File: src/rtl/shift_sub_divider_pkg.sv
// Shared definitions for the shift-and-subtract divider: default width,
// FSM state encoding and counter width.
package shift_sub_divider_pkg;

   localparam int DEF_DATA_WIDTH = 8;
   localparam int COUNT_W        = $clog2(DEF_DATA_WIDTH);

   typedef enum logic [1:0] {
      IDLE   = 2'd0,
      LOAD_D = 2'd1,
      CALC   = 2'd2,
      DONE   = 2'd3
   } state_t;

endpackage

File: src/rtl/shift_sub_divider_if.sv
// Operand/result handshake bundle shared by the divider and its data-bus master.
interface shift_sub_divider_if
   import shift_sub_divider_pkg::*;
#(
   parameter int DATA_WIDTH = DEF_DATA_WIDTH
) ();

   logic                  in_valid;
   logic                  in_ready;
   logic [DATA_WIDTH-1:0] data_in;
   logic                  out_valid;
   logic                  out_ready;
   logic [DATA_WIDTH-1:0] quotient;
   logic [DATA_WIDTH-1:0] remainder;
   logic                  div_by_zero;
   logic                  busy;

   modport master (
      output in_valid, data_in, out_ready,
      input  in_ready, out_valid, quotient, remainder, div_by_zero, busy
   );

   modport slave (
      input  in_valid, data_in, out_ready,
      output in_ready, out_valid, quotient, remainder, div_by_zero, busy
   );

endinterface

File: src/rtl/shift_sub_divider_sub_d_rem.sv
// Trial subtraction {REM, Q[MSB]} - D, one bit wider than the operands so the
// top bit of the difference is the borrow (the shifted remainder is < 2*D).
module shift_sub_divider_sub_d_rem #(
   parameter int DATA_WIDTH = 8
) (
   input  logic [DATA_WIDTH-1:0] rem,
   input  logic                  q_msb,
   input  logic [DATA_WIDTH-1:0] d,
   output logic [DATA_WIDTH-1:0] diff,
   output logic                  borrow
);

   logic [DATA_WIDTH:0] t;

   // widened subtraction; MSB set means the divisor did not fit
   always_comb begin
      t = {rem, q_msb} - {1'b0, d};
   end

   assign diff   = t[DATA_WIDTH-1:0];
   assign borrow = t[DATA_WIDTH];

endmodule

File: src/rtl/shift_sub_divider.sv
// Sequential restoring divider: dividend beat then divisor beat on data_in,
// one quotient bit per clock, registered quotient/remainder with back-pressure.
//
//   state  | meaning
//   -------+-----------------------------------------------------------
//   IDLE   | waiting for dividend beat; in_ready high
//   LOAD_D | dividend held in Q, waiting for divisor beat; in_ready high
//   CALC   | one shift/subtract iteration per clock, count 0..W-1
//   DONE   | result presented with out_valid until out_ready
module shift_sub_divider
   import shift_sub_divider_pkg::*;
#(
   parameter int DATA_WIDTH = DEF_DATA_WIDTH
) (
   input  logic              i_clk,
   input  logic              i_rst_n,
   shift_sub_divider_if.slave bus
);

   localparam int CNT_W = $clog2(DATA_WIDTH);
   localparam logic [CNT_W-1:0] LAST_CNT = CNT_W'(DATA_WIDTH - 1);

   state_t                 state;
   logic [DATA_WIDTH-1:0]  q_r;
   logic [DATA_WIDTH-1:0]  rem_r;
   logic [DATA_WIDTH-1:0]  d_r;
   logic [CNT_W-1:0]       count;

   logic [DATA_WIDTH-1:0]  quot_r;
   logic [DATA_WIDTH-1:0]  rmd_r;
   logic                   out_valid_r;
   logic                   dbz_r;
   logic                   busy_r;
   logic                   in_ready_r;

   logic [DATA_WIDTH-1:0]  sub_diff;
   logic                   sub_borrow;
   logic [DATA_WIDTH-1:0]  rem_next;
   logic [DATA_WIDTH-1:0]  q_next;
   logic                   in_beat;
   logic                   out_take;

   shift_sub_divider_sub_d_rem #(
      .DATA_WIDTH (DATA_WIDTH)
   ) u_sub_d_rem (
      .rem    (rem_r),
      .q_msb  (q_r[DATA_WIDTH-1]),
      .d      (d_r),
      .diff   (sub_diff),
      .borrow (sub_borrow)
   );

   assign in_beat  = bus.in_valid & in_ready_r;
   assign out_take = out_valid_r & bus.out_ready;

   // restore on borrow (plain shift), otherwise keep the difference; quotient bit = ~borrow
   always_comb begin
      rem_next = sub_borrow ? {rem_r[DATA_WIDTH-2:0], q_r[DATA_WIDTH-1]} : sub_diff;
      q_next   = {q_r[DATA_WIDTH-2:0], ~sub_borrow};
   end

   // FSM, iteration counter, operand registers and registered outputs
   always_ff @(posedge i_clk or negedge i_rst_n) begin
      if (!i_rst_n) begin
         state       <= IDLE;
         q_r         <= '0;
         rem_r       <= '0;
         d_r         <= '0;
         count       <= '0;
         quot_r      <= '0;
         rmd_r       <= '0;
         out_valid_r <= 1'b0;
         dbz_r       <= 1'b0;
         busy_r      <= 1'b0;
         in_ready_r  <= 1'b0;
      end else begin
         case (state)
            IDLE: begin
               in_ready_r <= 1'b1;
               if (in_beat) begin
                  q_r    <= bus.data_in;
                  rem_r  <= '0;
                  busy_r <= 1'b1;
                  state  <= LOAD_D;
               end
            end
            LOAD_D: begin
               if (in_beat) begin
                  d_r        <= bus.data_in;
                  count      <= '0;
                  in_ready_r <= 1'b0;
                  if (bus.data_in == '0) begin
                     quot_r      <= '1;
                     rmd_r       <= q_r;
                     dbz_r       <= 1'b1;
                     out_valid_r <= 1'b1;
                     state       <= DONE;
                  end else begin
                     state <= CALC;
                  end
               end
            end
            CALC: begin
               rem_r <= rem_next;
               q_r   <= q_next;
               count <= count + 1'b1;
               if (count == LAST_CNT) begin
                  quot_r      <= q_next;
                  rmd_r       <= rem_next;
                  out_valid_r <= 1'b1;
                  state       <= DONE;
               end
            end
            DONE: begin
               if (out_take) begin
                  out_valid_r <= 1'b0;
                  dbz_r       <= 1'b0;
                  busy_r      <= 1'b0;
                  in_ready_r  <= 1'b1;
                  state       <= IDLE;
               end
            end
         endcase
      end
   end

   assign bus.in_ready    = in_ready_r;
   assign bus.out_valid   = out_valid_r;
   assign bus.quotient    = quot_r;
   assign bus.remainder   = rmd_r;
   assign bus.div_by_zero = dbz_r;
   assign bus.busy        = busy_r;

endmodule

File: src/flat_wrapper.sv
// flat-port wrapper written by rule: the top's interface ports become plain ports
module shift_sub_divider_flat import shift_sub_divider_pkg::*;
#(
   parameter int DATA_WIDTH = DEF_DATA_WIDTH
)
  (i_clk, i_rst_n, bus_in_valid, bus_data_in, bus_out_ready, bus_in_ready, bus_out_valid, bus_quotient, bus_remainder, bus_div_by_zero, bus_busy);
  shift_sub_divider_if #(.DATA_WIDTH(DATA_WIDTH)) bus_i ();
  input  logic i_clk;
  input  logic i_rst_n;
  input wire logic [$bits(bus_i.in_valid)-1:0] bus_in_valid;
  input wire logic [$bits(bus_i.data_in)-1:0] bus_data_in;
  input wire logic [$bits(bus_i.out_ready)-1:0] bus_out_ready;
  output wire logic [$bits(bus_i.in_ready)-1:0] bus_in_ready;
  output wire logic [$bits(bus_i.out_valid)-1:0] bus_out_valid;
  output wire logic [$bits(bus_i.quotient)-1:0] bus_quotient;
  output wire logic [$bits(bus_i.remainder)-1:0] bus_remainder;
  output wire logic [$bits(bus_i.div_by_zero)-1:0] bus_div_by_zero;
  output wire logic [$bits(bus_i.busy)-1:0] bus_busy;
  assign bus_i.in_valid = bus_in_valid;
  assign bus_i.data_in = bus_data_in;
  assign bus_i.out_ready = bus_out_ready;
  assign bus_in_ready = bus_i.in_ready;
  assign bus_out_valid = bus_i.out_valid;
  assign bus_quotient = bus_i.quotient;
  assign bus_remainder = bus_i.remainder;
  assign bus_div_by_zero = bus_i.div_by_zero;
  assign bus_busy = bus_i.busy;
  shift_sub_divider #(.DATA_WIDTH(DATA_WIDTH)) u_core (.i_clk(i_clk), .i_rst_n(i_rst_n), .bus(bus_i));
endmodule
File: config.mk
export PLATFORM = sky130hd
export DESIGN_NAME = shift_sub_divider_flat
export DESIGN_NICKNAME = d
export VERILOG_FILES = /design/src/rtl/shift_sub_divider_pkg.sv /design/src/rtl/shift_sub_divider_if.sv /design/src/rtl/shift_sub_divider_sub_d_rem.sv /design/src/rtl/shift_sub_divider.sv /design/src/flat_wrapper.sv
export SDC_FILE = /design/constraint.sdc
export NUM_CORES = 1
export LEC_CHECK = 0
export ABC_AREA = 1
export CAP_MARGIN = 30
export CORE_ASPECT_RATIO = 0.5
export CORE_MARGIN = 1
export CORE_UTILIZATION = 45
export CTS_CLUSTER_SIZE = 12
export DETAILED_ROUTE_END_ITERATION = 16
export HOLD_SLACK_MARGIN = 0.06
export PLACE_DENSITY = 0.7
export SLEW_MARGIN = 20
export SYNTH_ARGS = -nofsm -noshare
export SYNTH_HDL_FRONTEND = slang
export SYNTH_SLANG_ARGS = --single-unit
File: constraint.sdc
create_clock -name i_clk -period 2.2 [get_ports i_clk]
set_clock_uncertainty 0.1 [all_clocks]
set_input_delay 0.44 -clock i_clk [delete_from_list [all_inputs] [get_ports i_clk]]
set_output_delay 0.44 -clock i_clk [all_outputs]
set_load 0.02 [all_outputs]
==> impl_results.md <==
- Max_cap viols: 0
- Cells after Synth: approximately 370
- Pin count of the biggest net entering global routing: 50
- Ranking of synthesized cells by area: dfrtp_1 44%, nand2_1 15%, ha_1 6.7%, inv_1 6.5%, nand3_1 6.2%
- Yosys reg bits: 49
- Synth cell types: 27
- WP data arrival: roughly 2200 ps
- Most frequent cells after synthesis: 116 x nand2_1, 49 x dfrtp_1, 49 x inv_1
- CTS Root Cell: clkbuf_16
- Compound-Gate Fraction of Synth Area: 0.112
- Pwr/cell area: about 1600 nW/um^2
- Multiplexer area fraction after synthesis: 0
- Pleak: between 1.5 and 2 nW
- Vias per inst: around 5.1
- Hold Vio Cnt, Final: 0
- Layout Nets: around 440
- Post-route setup TNS: 0 ps
- Vias in the first global route: 2415
- # H-tree levels: 2
- Synth area leader: dfrtp_1
- Post-Syn Nets: roughly 400
- DP Worst Slack: -3.90 ps
- Die height: 57.9 um
- Clock Latency Late Sink: a little under 300 ps
- CP endpoint kind: register
- Total Routed Length: around 6700 um
- Post-route cell area: about 3500 sq um
- Most frequent cell after synthesis: nand2_1
- Synth warn: 0
- Initial DRT Pass Iterations: 5
- Via count: roughly 2500
- CTS sink count: 49
- Ys flop type: dfrtp_1
- Syn avg cell area: 7.55 sq um
- Finished Layout Cells: around 500
- Max Fanout on Critical Path: 9
- Worst path max stage delay: roughly 400 ps
- Hold WC Path Type: in -> async
- Finished Core Util: 0.611
- Run status: finished clean
- Fin crit period: ~2100 ps
- Fin crit share: 0.944
- Global route overflow: 0
- Synth Area in Adders: 0.0738
- Placer Congestion: between 0.8 and 0.9
- Initial Util: 0.489
- GRT Overall Usage: 0.220
- Placed cell areas: ~3300 sq um
- Area fraction in and, or, nand and nor cells after synthesis: 0.277
- Most frequent CP cell: nand2_1
- Synth top area share: 0.436
- Rel. slew slack: 0.591
- Clock Tree Buf Depth: 2
- Tot Pwr: 5.52 mW
- Initial antenna violation count: 0
- Async set-reset flop share out of synthesis: 1.00
- Die width: ~110 um
- WS Path Type: reg -> reg
- Worst Slack Setup Final: about 120 ps
- Fin. max-slew vios: 0
- Initial detailed-routing violation count: around 140
- Cell Chain, Critical Path: inv_2 > ha_1 > inv_1 > fa_2 > nand2_1 > nand2_1 > nand3_2 > nand2_2 > nand2_2 > nand2_4 > nand3_1 > nand3_1 > nand2_1 > inv_1
- Synthesized cell area: ~2800 sq um
- Proportion of synthesized chip area in sequential cells: 0.436
- Least-Margin Pin Slew: approximately 600 ps
- Die area: approximately 6600 sq um
- Register-to-Register Path Depth: 14
- Inst Count DP: between 400 and 500
- First-pass GRT wire length: 11000 um
- Worst-path clk slew: roughly 70 ps
- Post-CTS Setup Inserts: 0
- IO Pins: 32
- Peak supply drop: 0.960 mV
- Antenna diode count: 0
- Highest clock rate: a little under 500 MHz
- Share of post-route cells with drive strength above 1: 0.128
- FP Rows: 19
- DRC: 0
- Setup violators final: 0
- Worst hold slack: around 150 ps
- Slowest-stage cell, CP: dfrtp_1
- Largest family of logic cells by synthesized area: simple AND/OR/NAND/NOR gates
- Hpwl dp: 4850 um
- Wire per inst: 13.4 um
- XOR/XNOR Fraction of Synth Area: 0.00933
- Post-synth EDFFs: 0
- WP data required: approximately 2300 ps
- Area grow syn2layout: 24.9%
- Routed Antenna Nets: 0
- Core Box Area: around 5800 sq um
- Port Buffer Count: 31
- Worst setup SP type: register
- CTS tree: built
- Number of CTS-inserted buffers: 5
-- cells by family (layout without fill, tap and decap cells) --
kind of cell,Yosys count,after routing
buf+inv,64,104
compound gates,55,55
simple gates,186,187
xor+xnor,3,3
flops,49,49
fa+ha+maj,16,16
-- registers in the layout (all words and copies together) (netlist names) --
register,flops
u_core.bus.out_valid,1
u_core.rem_r,8
u_core.bus.quotient,8
u_core.state,2
u_core.bus.div_by_zero,1
u_core.bus.in_ready,1
u_core.bus.busy,1
u_core.q_r,8
u_core.count,3
u_core.d_r,8
u_core.bus.remainder,8
-- where the power goes --
group / total (mW) / switching, mW / internal, mW
Clock: 0.753 / 0.335 / 0.417
Sequential: 1.52 / 0.214 / 1.30
Combinational: 3.25 / 1.99 / 1.26
Total: 5.52 / 2.54 / 2.98
-- cell type report --
| class | instances | area [sq um] |
|---|---|---|
| clock buffers | 5 | 125 |
| clock inverters | 3 | 17.5 |
| fillers | 514 | 2240 |
| inverters | 52 | 198 |
| multi-input cells | 261 | 1430 |
| flip-flops and latches | 49 | 1230 |
| well taps | 84 | 105 |
| repair buffers | 44 | 415 |
-- worst paths after layout --
kind	from	to	slack, ps
max	u_core.q_r[7]	u_core.bus.remainder[4]	120
min	i_rst_n	u_core.bus.busy	150
max reg2reg	u_core.q_r[7]	u_core.bus.remainder[4]	120
min reg2reg	u_core.count[1]	u_core.count[1]	390
max in group asynchronous	i_rst_n	u_core.rem_r[7]	1440
min in group i_clk	u_core.count[1]	u_core.count[1]	390
-- worst max-delay path, delay by kind of cell (launching register included) --
kind | cells | cell delay, ps
DFF | 1 | 400
buffers and inverters | 3 | 160
adders and majority gates | 2 | 480
and+or+nand+nor | 9 | 830
-- cells in the final DEF (no fill, tap or decap), drive strengths merged, types with 2 or more instances in the layout --
| master | instances |
|---|---|
| or2 | 9 |
| clkbuf | 5 |
| a31oi | 8 |
| dfrtp | 49 |
| inv | 52 |
| o211ai | 8 |
| o21ai | 24 |
| buf | 14 |
| ha | 15 |
| clkinv | 2 |
| clkdlybuf4s50 | 30 |
| nand2 | 120 |
| a21oi | 13 |
| nor2 | 22 |
| xor2 | 2 |
| nand3 | 35 |
-- per-layer routing --
metal / up-vias / GRT usage / wire length [um]
met2: 52 / 0.355 / 3060
li1: 1278 / - / -
met4: 0 / 0.0761 / 127
met1: 1191 / 0.287 / 3120
met5: - / 0 / 0
met3: 13 / 0.0669 / 383
-- what timing repair did --
| action | 4_1_cts | 5_1_grt |
|---|---|---|
| gates resized for setup | 0 | 22 |
| hold endpoints to repair | 0 | 0 |
| endpoints found under the setup margin | 0 | 18 |
| hold buffers | 0 | 0 |
No activity file was read; power rests on OpenSTA's default activity.
